==> src/rtl/initiator_port.sv <==
`default_nettype none
// ============================================================================
// initiator_port: serial-bus front end for a bus initiator.
// Serializes a 16-bit address and 8-bit write data LSB first, collects serial
// read data and the target ACK, and returns a completion or timeout pulse.
// Revision: 1.0
// ============================================================================
module initiator_port #(
    parameter int TIMEOUT_CYCLES = 1023
) (
    input  logic        clk,
    input  logic        rst_n,
    input  logic        init_req,
    input  logic [15:0] init_addr,
    input  logic [7:0]  init_wdata,
    input  logic        init_rw,
    output logic        init_ready,
    output logic [7:0]  init_rdata,
    output logic        init_done,
    output logic        init_err,
    output logic        bus_req,
    input  logic        bus_grant,
    output logic        bus_data_out,
    output logic        bus_data_out_valid,
    output logic        bus_mode,
    output logic        bus_rw,
    input  logic        bus_data_in,
    input  logic        bus_data_in_valid,
    input  logic        bus_target_ready,
    input  logic        bus_target_ack
);

    localparam int            TW      = $clog2(TIMEOUT_CYCLES + 1);
    localparam logic [TW-1:0] TO_LAST = TW'(TIMEOUT_CYCLES - 1);

    typedef enum logic [2:0] {
        S_IDLE     = 3'd0,
        S_REQ      = 3'd1,
        S_ADDR     = 3'd2,
        S_GAP_A    = 3'd3,
        S_WDATA    = 3'd4,
        S_GAP_D    = 3'd5,
        S_WAIT_ACK = 3'd6,
        S_RDATA    = 3'd7
    } state_t;

    state_t        state_q, state_d;
    logic [15:0]   addr_q, addr_d;
    logic [7:0]    wdata_q, wdata_d;
    logic          rw_q, rw_d;
    logic [3:0]    cnt_q, cnt_d;
    logic [TW-1:0] tcnt_q, tcnt_d;
    logic          ack_q, ack_d;
    logic [7:0]    rbuf_q, rbuf_d;

    logic          ready_q, ready_d;
    logic [7:0]    rdata_q, rdata_d;
    logic          done_q, done_d;
    logic          err_q, err_d;
    logic          breq_q, breq_d;
    logic          dout_q, dout_d;
    logic          dvalid_q, dvalid_d;
    logic          mode_q, mode_d;
    logic          brw_q, brw_d;

    always_comb begin
        state_d = state_q;
        addr_d  = addr_q;
        wdata_d = wdata_q;
        rw_d    = rw_q;
        cnt_d   = cnt_q;
        tcnt_d  = tcnt_q;
        ack_d   = ack_q;
        rbuf_d  = rbuf_q;
        rdata_d = rdata_q;
        done_d  = 1'b0;
        err_d   = 1'b0;

        // The ACK is remembered from ADDR onward so an early ACK is never lost.
        if ((state_q != S_IDLE) && (state_q != S_REQ) && bus_target_ack) begin
            ack_d = 1'b1;
        end

        case (state_q)
            S_IDLE: begin
                if (init_req && ready_q) begin
                    addr_d  = init_addr;
                    wdata_d = init_wdata;
                    rw_d    = init_rw;
                    ack_d   = 1'b0;
                    state_d = S_REQ;
                end
            end
            S_REQ: begin
                if (bus_grant && bus_target_ready) begin
                    cnt_d   = 4'd0;
                    state_d = S_ADDR;
                end
            end
            S_ADDR: begin
                if (cnt_q == 4'd15) begin
                    cnt_d   = 4'd0;
                    state_d = S_GAP_A;
                end else begin
                    cnt_d = cnt_q + 4'd1;
                end
            end
            S_GAP_A: begin
                tcnt_d  = '0;
                state_d = rw_q ? S_WDATA : S_RDATA;
            end
            S_WDATA: begin
                if (cnt_q == 4'd7) begin
                    state_d = S_GAP_D;
                end else begin
                    cnt_d = cnt_q + 4'd1;
                end
            end
            S_GAP_D: begin
                tcnt_d  = '0;
                state_d = S_WAIT_ACK;
            end
            S_WAIT_ACK: begin
                tcnt_d = tcnt_q + 1'b1;
                if (ack_q) begin
                    done_d  = 1'b1;
                    state_d = S_IDLE;
                end else if (tcnt_q == TO_LAST) begin
                    err_d   = 1'b1;
                    state_d = S_IDLE;
                end
            end
            S_RDATA: begin
                tcnt_d = tcnt_q + 1'b1;
                // cnt_q[3] marks all 8 bits received; later bits are dropped.
                if (bus_data_in_valid && !cnt_q[3]) begin
                    rbuf_d[cnt_q[2:0]] = bus_data_in;
                    cnt_d              = cnt_q + 4'd1;
                end
                if (cnt_q[3] && ack_q) begin
                    rdata_d = rbuf_q;
                    done_d  = 1'b1;
                    state_d = S_IDLE;
                end else if (tcnt_q == TO_LAST) begin
                    err_d   = 1'b1;
                    state_d = S_IDLE;
                end
            end
            default: state_d = S_IDLE;
        endcase

        // Ready only after a full cycle in IDLE, so it rises the cycle after a completion.
        ready_d  = (state_q == S_IDLE) && (state_d == S_IDLE);
        breq_d   = (state_d != S_IDLE);
        brw_d    = (state_d != S_IDLE) && rw_d;
        dvalid_d = (state_d == S_ADDR) || (state_d == S_WDATA);
        mode_d   = (state_d == S_WDATA);
        dout_d   = 1'b0;
        if (state_d == S_ADDR) begin
            dout_d = addr_d[cnt_d];
        end else if (state_d == S_WDATA) begin
            dout_d = wdata_d[cnt_d[2:0]];
        end
    end

    always_ff @(posedge clk or negedge rst_n) begin
        if (!rst_n) begin
            state_q  <= S_IDLE;
            addr_q   <= 16'd0;
            wdata_q  <= 8'd0;
            rw_q     <= 1'b0;
            cnt_q    <= 4'd0;
            tcnt_q   <= '0;
            ack_q    <= 1'b0;
            rbuf_q   <= 8'd0;
            ready_q  <= 1'b1;
            rdata_q  <= 8'd0;
            done_q   <= 1'b0;
            err_q    <= 1'b0;
            breq_q   <= 1'b0;
            dout_q   <= 1'b0;
            dvalid_q <= 1'b0;
            mode_q   <= 1'b0;
            brw_q    <= 1'b0;
        end else begin
            state_q  <= state_d;
            addr_q   <= addr_d;
            wdata_q  <= wdata_d;
            rw_q     <= rw_d;
            cnt_q    <= cnt_d;
            tcnt_q   <= tcnt_d;
            ack_q    <= ack_d;
            rbuf_q   <= rbuf_d;
            ready_q  <= ready_d;
            rdata_q  <= rdata_d;
            done_q   <= done_d;
            err_q    <= err_d;
            breq_q   <= breq_d;
            dout_q   <= dout_d;
            dvalid_q <= dvalid_d;
            mode_q   <= mode_d;
            brw_q    <= brw_d;
        end
    end

    assign init_ready         = ready_q;
    assign init_rdata         = rdata_q;
    assign init_done          = done_q;
    assign init_err           = err_q;
    assign bus_req            = breq_q;
    assign bus_data_out       = dout_q;
    assign bus_data_out_valid = dvalid_q;
    assign bus_mode           = mode_q;
    assign bus_rw             = brw_q;

endmodule
`default_nettype wire

==> config.mk <==
export PLATFORM = sky130hd
export DESIGN_NAME = initiator_port
export DESIGN_NICKNAME = d
export VERILOG_FILES = /design/src/rtl/initiator_port.sv
export SDC_FILE = /design/constraint.sdc
export NUM_CORES = 1
export LEC_CHECK = 0
export BUFFER_PORTS_ARGS = -buffer_cell sky130_fd_sc_hd__buf_4
export CAP_MARGIN = 25
export CORE_AREA = 2 2 81 83
export DETAILED_ROUTE_END_ITERATION = 12
export DIE_AREA = 0 0 83 85
export PLACE_DENSITY = 0.83
export SLEW_MARGIN = 40
export SYNTH_ARGS = -nofsm -noshare
export SYNTH_HDL_FRONTEND = slang
export SYNTH_SLANG_ARGS = --single-unit
==> constraint.sdc <==
create_clock -name clk -period 3.8 [get_ports clk]
set_clock_uncertainty 0.2 [all_clocks]
set_input_delay 0.19 -clock clk [delete_from_list [all_inputs] [get_ports clk]]
set_output_delay 0.19 -clock clk [all_outputs]
set_load 0.03 [all_outputs]
==> results, run 1 <==
- By count the netlist is led by sky130_fd_sc_hd__dfrtp_1 (66), sky130_fd_sc_hd__mux2_2 (50), sky130_fd_sc_hd__nor2_1 (20).
- A synthesized cell averages roughly 12 um^2.
- The fraction of met1 tracks used by global routing is 0.273.
- The number of diodes is 0.
- The number of synthesized register bits is 67.
- Detailed routing inserted a total of 2460 vias.
- The number of warnings reported in the yosys synthesis log is 0.
- TritonCTS built the clock tree.
- The critical path endpoint category is a flip-flop.
- The worst slack at placement is just over 0.5 ns.
- The global-route total usage across every layer is 0.212.
- Data arrives at the worst endpoint at 3.37 ns.
- Buffers inserted during clock tree synthesis total 9.
- Post-CTS repair changed the size of 0 cells.
- Counting every instance in the synthesized netlist gives 278.
- The internal power summed over all cells is 0.00193 W.
- The most congested layer reported by global routing is met2.
- Setup repair after global routing left no endpoint under its margin.
- The horizontal die dimension is 83 um.
- The number of antenna violations at the first check in global routing is 0.
- After synthesis the cells add up to around 3300 um^2.
- Of the post-synthesis cell area, the dominant cell type holds 0.501.
- The final hold violation count came to 0.
- CTS saw 67 sinks.
- The post-synth net total is 315.
- The register clock-pin slew on the reported worst setup and hold paths is roughly 0.070 ns.
- The number of distinct standard cells referenced by the synthesized netlist is 49.
- For this block, the initial DRC count from the detailed router was approximately 170.
- Among all flip-flop cells after synthesis, the most frequent one is sky130_fd_sc_hd__dfrtp_1.
- The sequential share of power is 0.353.
- Summed over all layers, the global routing overflow is 0.
- STA puts the critical path data required time at between 3 and 4 ns.
- The max-slew violation count came to 0.
- Once detailed placement completed, the half-perimeter wirelength came to approximately 4.4 mm.
- The final wirelength is 6.82 mm.
- In the final layout, the share of cells above drive strength 1 is 0.348.
- After detailed routing, the number of vias per cell comes to 5.57.
- The maximum fanout encountered on the critical timing path is 9.
- The number of antenna-violating nets in the routed design is 0.
- After floorplanning, the core was sized to cover 6200 um^2.
- For this configuration, the core starts out at a cell density of 0.531.
- The cell taking the most area after synthesis is sky130_fd_sc_hd__dfrtp_1.
- In this run, synthesis inferred 0 flip-flops with an integrated enable.
- In the synthesized netlist the async set-or-reset flop fraction comes to 1.00.
- Setup violations remaining at the end of the flow were counted as 0.
- The number of buffers inserted to repair setup after CTS is 0.
- The flow ran to the end, and the final reports show no timing, DRC or antenna violations.
- The number of cell rows is 29.
- The share of power burned in the clock network is 0.281.
- Routability-driven placement finished with a final weighted congestion of between 0.8 and 0.9.
- The clock period minus worst slack is 3.34 ns.
- The analysis attributes to cell leakage a power of 1.96 nW.
- The core utilization of the finished layout is 0.691.
- The fraction of the cycle the final worst path needs is 0.879.
- The worst hold path class is in -> reg.
- Of the total power, the share spent switching nets is 0.320.
- The count of port buffers added during placement is 48.
- The worst vdd rail ir drop is 0.000477 V.
- The filler cells instantiated in the layout total 430.
- The maximum achievable frequency is 300 MHz.
- The average detailed-routed wire length per instance is 15.4 um.
- After detailed routing, the number of remaining DRC violations is 0.
- Yosys attributes the largest share of cell area to sky130_fd_sc_hd__dfrtp_1 (50%), sky130_fd_sc_hd__mux2_2 (17%), sky130_fd_sc_hd__nor2_1 (2.3%).
- The clock tree synthesis step divided the H-tree into 3 levels.
- The number of primary I/O pins is 49.
- From synthesis to final layout, the design area changed by 30.0%.
- The worst setup slack after layout is 0.462 ns.
- For this design the ratio of total power to cell area is 663 nW/um^2.
- The critical path is of the reg -> reg type.
- The max-capacitance violation count is 0.
- The first global-routing pass estimated roughly 12 mm of wire.
- The hold buffer count at cts is 29.
- The worst setup path is launched from a flip-flop.
- The met3 usage is 0.0467.
- The cell sitting at the root of the clock tree is a sky130_fd_sc_hd__clkbuf_8.
- Entering global routing, the biggest net connects 68 pins.
- The clock latency on the worst-skew pair is 0.35 ns.
- Summed over all nets, the switching power comes to 0.000910 W.
- The number of iterations in the first detailed-routing pass is 4.
- The fraction of met2 tracks used by global routing is 0.337.
- The die is 85 um tall.
- The dominant cell by count in the synthesized netlist is sky130_fd_sc_hd__dfrtp_1.
- The maximum clock path buffer count is 2.
- For the pin with the worst max-slew slack, the measured transition is between 0.5 and 0.6 ns.
- The design draws 0.00284 W.
- The via count of the first global-routing pass is 2486.
- The floorplan step defined a die boundary enclosing 7060 um^2.
- The final setup TNS is 0 ns.
- Of the synthesized area, sequential elements account for 0.509.
- The proportion of power drawn by combinational gates is 0.366.
- The worst-case headroom to the max-slew limit is 0.608.
- The net count of the finished layout is 397.
power groups by stage:
stage	sequential, W	combinational [W]	clock [W]
finish	0.00100	0.00104	0.000798
global route	0.00102	0.00115	0.000846
CTS	0.00100	0.00104	0.000810
detailed placement	0.00102	0.00100	0
global placement	0.00101	0.000975	0
floorplan	0.00105	0.000723	0
worst max-delay path, stage by stage (launching register included):
cell,delay (ns)
sky130_fd_sc_hd__dfrtp_1,0.35
sky130_fd_sc_hd__inv_1,0.11
sky130_fd_sc_hd__fa_1,0.62
sky130_fd_sc_hd__inv_1,0.10
sky130_fd_sc_hd__a31oi_1,0.14
sky130_fd_sc_hd__a21oi_1,0.11
sky130_fd_sc_hd__a311oi_4,0.50
sky130_fd_sc_hd__mux2_2,0.40
sky130_fd_sc_hd__mux2_2,0.26
sky130_fd_sc_hd__mux2_2,0.26
sky130_fd_sc_hd__a22o_1,0.17
cells in the final DEF, fill, tap and decap left out, types with 2 or more instances in the layout:
| cell | netlist | routed |
|---|---|---|
| sky130_fd_sc_hd__a21oi_1 | 13 | 13 |
| sky130_fd_sc_hd__a22o_1 | 2 | 2 |
| sky130_fd_sc_hd__a31oi_1 | 2 | 2 |
| sky130_fd_sc_hd__and2_1 | 2 | 2 |
| sky130_fd_sc_hd__and3_1 | 4 | 4 |
| sky130_fd_sc_hd__buf_4 | 2 | 53 |
| sky130_fd_sc_hd__bufinv_16 | 0 | 4 |
| sky130_fd_sc_hd__clkbuf_8 | 0 | 10 |
| sky130_fd_sc_hd__dfrtp_1 | 66 | 66 |
| sky130_fd_sc_hd__dlygate4sd3_1 | 0 | 29 |
| sky130_fd_sc_hd__ha_1 | 3 | 3 |
| sky130_fd_sc_hd__inv_1 | 8 | 8 |
| sky130_fd_sc_hd__mux2_1 | 5 | 5 |
| sky130_fd_sc_hd__mux2_2 | 50 | 50 |
| sky130_fd_sc_hd__mux2i_1 | 7 | 7 |
| sky130_fd_sc_hd__nand2_1 | 15 | 15 |
| sky130_fd_sc_hd__nand2b_1 | 5 | 5 |
| sky130_fd_sc_hd__nand3_1 | 5 | 5 |
| sky130_fd_sc_hd__nand4_1 | 6 | 6 |
| sky130_fd_sc_hd__nor2_1 | 20 | 20 |
| sky130_fd_sc_hd__nor2b_1 | 2 | 2 |
| sky130_fd_sc_hd__nor3_1 | 4 | 4 |
| sky130_fd_sc_hd__nor3b_1 | 6 | 6 |
| sky130_fd_sc_hd__o21ai_0 | 8 | 8 |
| sky130_fd_sc_hd__o31ai_1 | 2 | 2 |
| sky130_fd_sc_hd__or3_1 | 4 | 4 |
| sky130_fd_sc_hd__xor2_1 | 5 | 5 |
layer usage:
metal	share of wire	vias to the layer above
met3	0.045	17
met5	0	-
met1	0.45	1210
met4	0.028	0
li1	-	1164
met2	0.48	69
cell type report:
class | instances | area [um^2] | share of cell area
clock buffers | 10 | 138 | 0.0321
clock inverters | 6 | 136 | 0.0318
inverters | 8 | 30.0 | 0.00701
multi-input cells | 191 | 1510 | 0.352
flip-flops and latches | 67 | 1680 | 0.392
well taps | 77 | 96.3 | 0.0225
repair buffers | 83 | 699 | 0.163
flip-flops by register name, indices dropped and copies added, names as in the netlist:
name                flops
ack_q                   1
addr_q                 16
bus_data_out            1
bus_data_out_valid      1
bus_mode                1
bus_req                 1
bus_rw                  1
cnt_q                   4
init_done               1
init_err                1
init_rdata              8
init_ready              1
rbuf_q                  8
rw_q                    1
state_q                 3
tcnt_q                 10
wdata_q                 8
cell families (layout without fill, tap and decap cells):
family | after synthesis | after routing | share of synthesized area
and+or+nand+nor | 78 | 78 | 0.125
DFF | 67 | 67 | 0.509
muxes | 63 | 63 | 0.213
AOI/OAI and AO/OA | 41 | 41 | 0.0881
buffers and inverters | 20 | 107 | 0.0334
xor gates and xnor gates | 5 | 5 | 0.0133
adders and majority gates | 4 | 4 | 0.0175
final timing paths:
path,end,slack (ns),startpoint,depth (start not counted)
min,state_q[1],0.07,bus_target_ready,3
max,bus_data_out,0.46,state_q[0],10
min in group asynchronous,addr_q[7],0.20,rst_n,2
max in group asynchronous,wdata_q[0],2.79,rst_n,2
max reg2reg,bus_data_out,0.46,state_q[0],10
min reg2reg,addr_q[9],0.28,addr_q[9],1
through the flow:
| stage | cells | hold slack (ns) | instance area (um^2) |
|---|---|---|---|
| 2_1_floorplan | 278 | -0.306 | 3300 |
| 3_3_place_gp | 397 | 0.137 | 3720 |
| 3_5_place_dp | 397 | 0.144 | 3720 |
| 4_1_cts | 442 | 0.0575 | 4280 |
| 5_1_grt | 442 | 0.0835 | 4290 |
| 6_report | 442 | 0.0702 | 4290 |
No activity file was read; power rests on OpenSTA's default activity.
==> inputs of run 2 (changes only) <==
--- a/config.mk
+++ b/config.mk
@@ -7,10 +7,10 @@
 export LEC_CHECK = 0
 export BUFFER_PORTS_ARGS = -buffer_cell sky130_fd_sc_hd__buf_4
 export CAP_MARGIN = 25
-export CORE_AREA = 2 2 81 83
+export CORE_AREA = 2 2 89 91
 export DETAILED_ROUTE_END_ITERATION = 12
-export DIE_AREA = 0 0 83 85
-export PLACE_DENSITY = 0.83
+export DIE_AREA = 0 0 91 93
+export PLACE_DENSITY = 0.71
 export SLEW_MARGIN = 40
 export SYNTH_ARGS = -nofsm -noshare
 export SYNTH_HDL_FRONTEND = slang
==> results, run 2 (synthesized netlist as in run 1, its figures left out) <==
- The library cell used as clock root buffer is sky130_fd_sc_hd__clkbuf_8.
- The initial detailed-routing violation count is 138 (-19%).
- The H-tree depth was 3 (unchanged).
- In the final layout, the registers with the most flip-flops are addr_q x16, tcnt_q x10.
- The number of antenna violations at the first check in global routing is 0 (unchanged).
- The worst-case headroom to the max-slew limit is 0.574 (-0.0341).
- The overall via count from detail_route is 2386 (-3.0%).
- The die area was 8460 um^2 (+20%).
- The number of cell rows came to 32 (+10%).
- The worst setup slack for register-to-register paths is 0.50 ns (+0.04 ns).
- The count of endpoints failing setup in the final report is 0 (unchanged).
- The number of diodes is 0 (unchanged).
- The maximum single-stage delay on the critical path is 0.63 ns (about the same).
- The total power per unit cell area came to 604 nW/um^2 (-8.9%).
- The via density per instance is 5.09 (-8.6%).
- The worst vdd rail ir drop is 0.000342 V (-28%).
- In this design, the critical path's most frequently occurring cell is sky130_fd_sc_hd__inv_1.
- The maximum achievable frequency came to 303 MHz (+1.1%).
- The leftover overflow at the end of global routing was 0 (unchanged).
- The clock period minus worst slack is 3.30 ns (-0.0362 ns).
- The fraction of the cycle the final worst path needs is 0.869 (-0.00951).
- The final net count was 399 (+0.50%).
- The flip-flop count of the largest register, all copies and words added was 16 (unchanged).
- On the critical path the largest part of the delay comes from compound AO/OA/AOI/OAI gates.
- The static leakage power was 1.92 nW (-2.2%).
- TritonCTS built the clock tree.
- In the layout the commonest cells are sky130_fd_sc_hd__dfrtp_1 (66), sky130_fd_sc_hd__buf_4 (55), sky130_fd_sc_hd__mux2_2 (50).
- The floorplan die height came to 93 um (+9.4%).
- The number of primary I/O pins is 49 (unchanged).
- The signal on the critical path passes through inv_1 > fa_1 > inv_1 > a31oi_1 > a21oi_1 > a311oi_4 > buf_4 > mux2_2 > mux2i_1 > a2bb2oi_1 > a22o_1.
- The number of instances resized during post-cts repair is 0 (unchanged).
- The detailed-route DRC error count was 0 (unchanged).
- The initial core utilization is 0.438 (-0.0933).
- The average detailed-routed wire length per instance is 14.2 um (-7.9%).
- The worst setup path is captured at a flip-flop.
- Setup repair after global routing left no endpoint under its margin.
- The flow ran to the end, and the final reports show no timing, DRC or antenna violations.
- The final setup TNS is 0 ns (unchanged).
- The worst setup path is launched from a flip-flop.
- The slew at the pin closest to its max-slew limit came to 0.634 ns (+0.0454 ns).
- The critical path arrival is 3.34 ns (-0.03 ns).
- The horizontal die dimension is 91 um (+9.6%).
- The global placer's final weighted congestion is 0.853 (+5.5%).
- The area inside the core boundary is 7530 um^2 (+21%).
- The worst hold path class is in -> reg.
- The half-perimeter wire length after placement is 4.49 mm (+2.2%).
- The number of antenna-violating nets in the routed design is 0 (unchanged).
- The signed area change from the synthesized netlist to the final layout is 28.0%.
- The total buffers and inverters traversed by the critical path came to 3 (+1).
- The cell with the largest stage delay on the worst path is sky130_fd_sc_hd__fa_1.
- The count of port buffers added during placement was 48 (unchanged).
- The register clock-pin slew on the reported worst setup and hold paths is 0.07 ns (about the same).
- The final wirelength is 6.66 mm (-2.3%).
- The clock sink count was 67 (unchanged).
- The ratio of cells with drive above 1 in the final layout is 0.346 (-0.00190).
- The global-route total usage across every layer is 0.172 (-0.0409).
- The most common cell after layout, fill and taps aside is sky130_fd_sc_hd__dfrtp_1.
- The clock latency on the worst-skew pair is 0.34 ns (about the same).
- The register containing the most flip-flops in the final layout is addr_q.
- The via count of the first global-routing pass is 2450 (-1.4%).
- The largest net degree at the start of global routing is 68 (unchanged).
- The number of buffers added by the clock tree synthesis step is 9 (unchanged).
- The maximum clock path buffer count was 2 (unchanged).
- The final hold violation count came to 0 (unchanged).
- The maximum fanout encountered on the critical timing path is 7 (-2).
- The max-capacitance violation count is 0 (unchanged).
- The critical path required time is 3.83 ns (about the same).
- The wire length of the first global-routing pass was 11.5 mm (-3.2%).
- The kind of critical path is reg -> reg.
- The max-slew violation count is 0 (unchanged).
- The post-route worst hold slack is 0.0628 ns (-0.00738 ns).
- The number of iterations in the first detailed-routing pass is 4 (unchanged).
[run 2: worst min-delay path: stages]
cell and delay (ns):
sky130_fd_sc_hd__buf_4 0.12, sky130_fd_sc_hd__a21oi_1 0.13, sky130_fd_sc_hd__o31ai_1 0.11
[run 2: layout make-up]
cell class                      instances  area, um^2
Fill cell                             668        3310
Sequential cell                        67        1680
Multi-Input combinational cell        191        1510
Timing Repair Buffer                   85         714
Clock buffer                           11         131
Tap cell                              102         128
Clock inverter                          5        30.0
Inverter                                8        30.0
[run 2: path summary, 6_finish.rpt]
kind | from | to | cells past startpoint
min in group asynchronous | rst_n | addr_q[7] | 2
min | bus_target_ready | state_q[1] | 3
max | state_q[0] | bus_data_out | 11
max in group asynchronous | rst_n | init_rdata[1] | 2
max reg2reg | state_q[0] | bus_data_out | 11
min reg2reg | addr_q[5] | addr_q[5] | 1
[run 2: timing repair]
action | CTS | global route
hold endpoints to repair | 101 | 0
buffers inserted | 0 | 0
hold buffers | 29 | 0
[run 2: power breakdown]
| part | switching, W | internal [W] | total, W |
|---|---|---|---|
| registers | 0.0000842 | 0.000918 | 0.00100 |
| clock network | 0.000265 | 0.000233 | 0.000498 |
| logic | 0.000549 | 0.000499 | 0.00105 |
| total | 0.000898 | 0.00165 | 0.00255 |
[run 2: per-layer routing]
metal	GRT usage	vias to the layer above	wire [um]
met4	0.0821	0	141
met1	0.229	1170	3120
met5	0	-	0
li1	-	1160	-
met2	0.273	46	3200
met3	0.0290	10	194
[run 2: through the flow]
step / setup WS, ns / utilization / total power (W) / area, um^2 / cells
6_report: 0.498 / 0.561 / 0.00255 / 4220 / 469
5_1_grt: 0.317 / 0.561 / 0.00271 / 4220 / 469
4_1_cts: 0.509 / 0.559 / 0.00256 / 4210 / 468
3_5_place_dp: 0.560 / 0.499 / 0.00203 / 3760 / 423
3_3_place_gp: 0.663 / 0.499 / 0.00200 / 3760 / 423
2_1_floorplan: 0.378 / - / 0.00177 / 3300 / 278
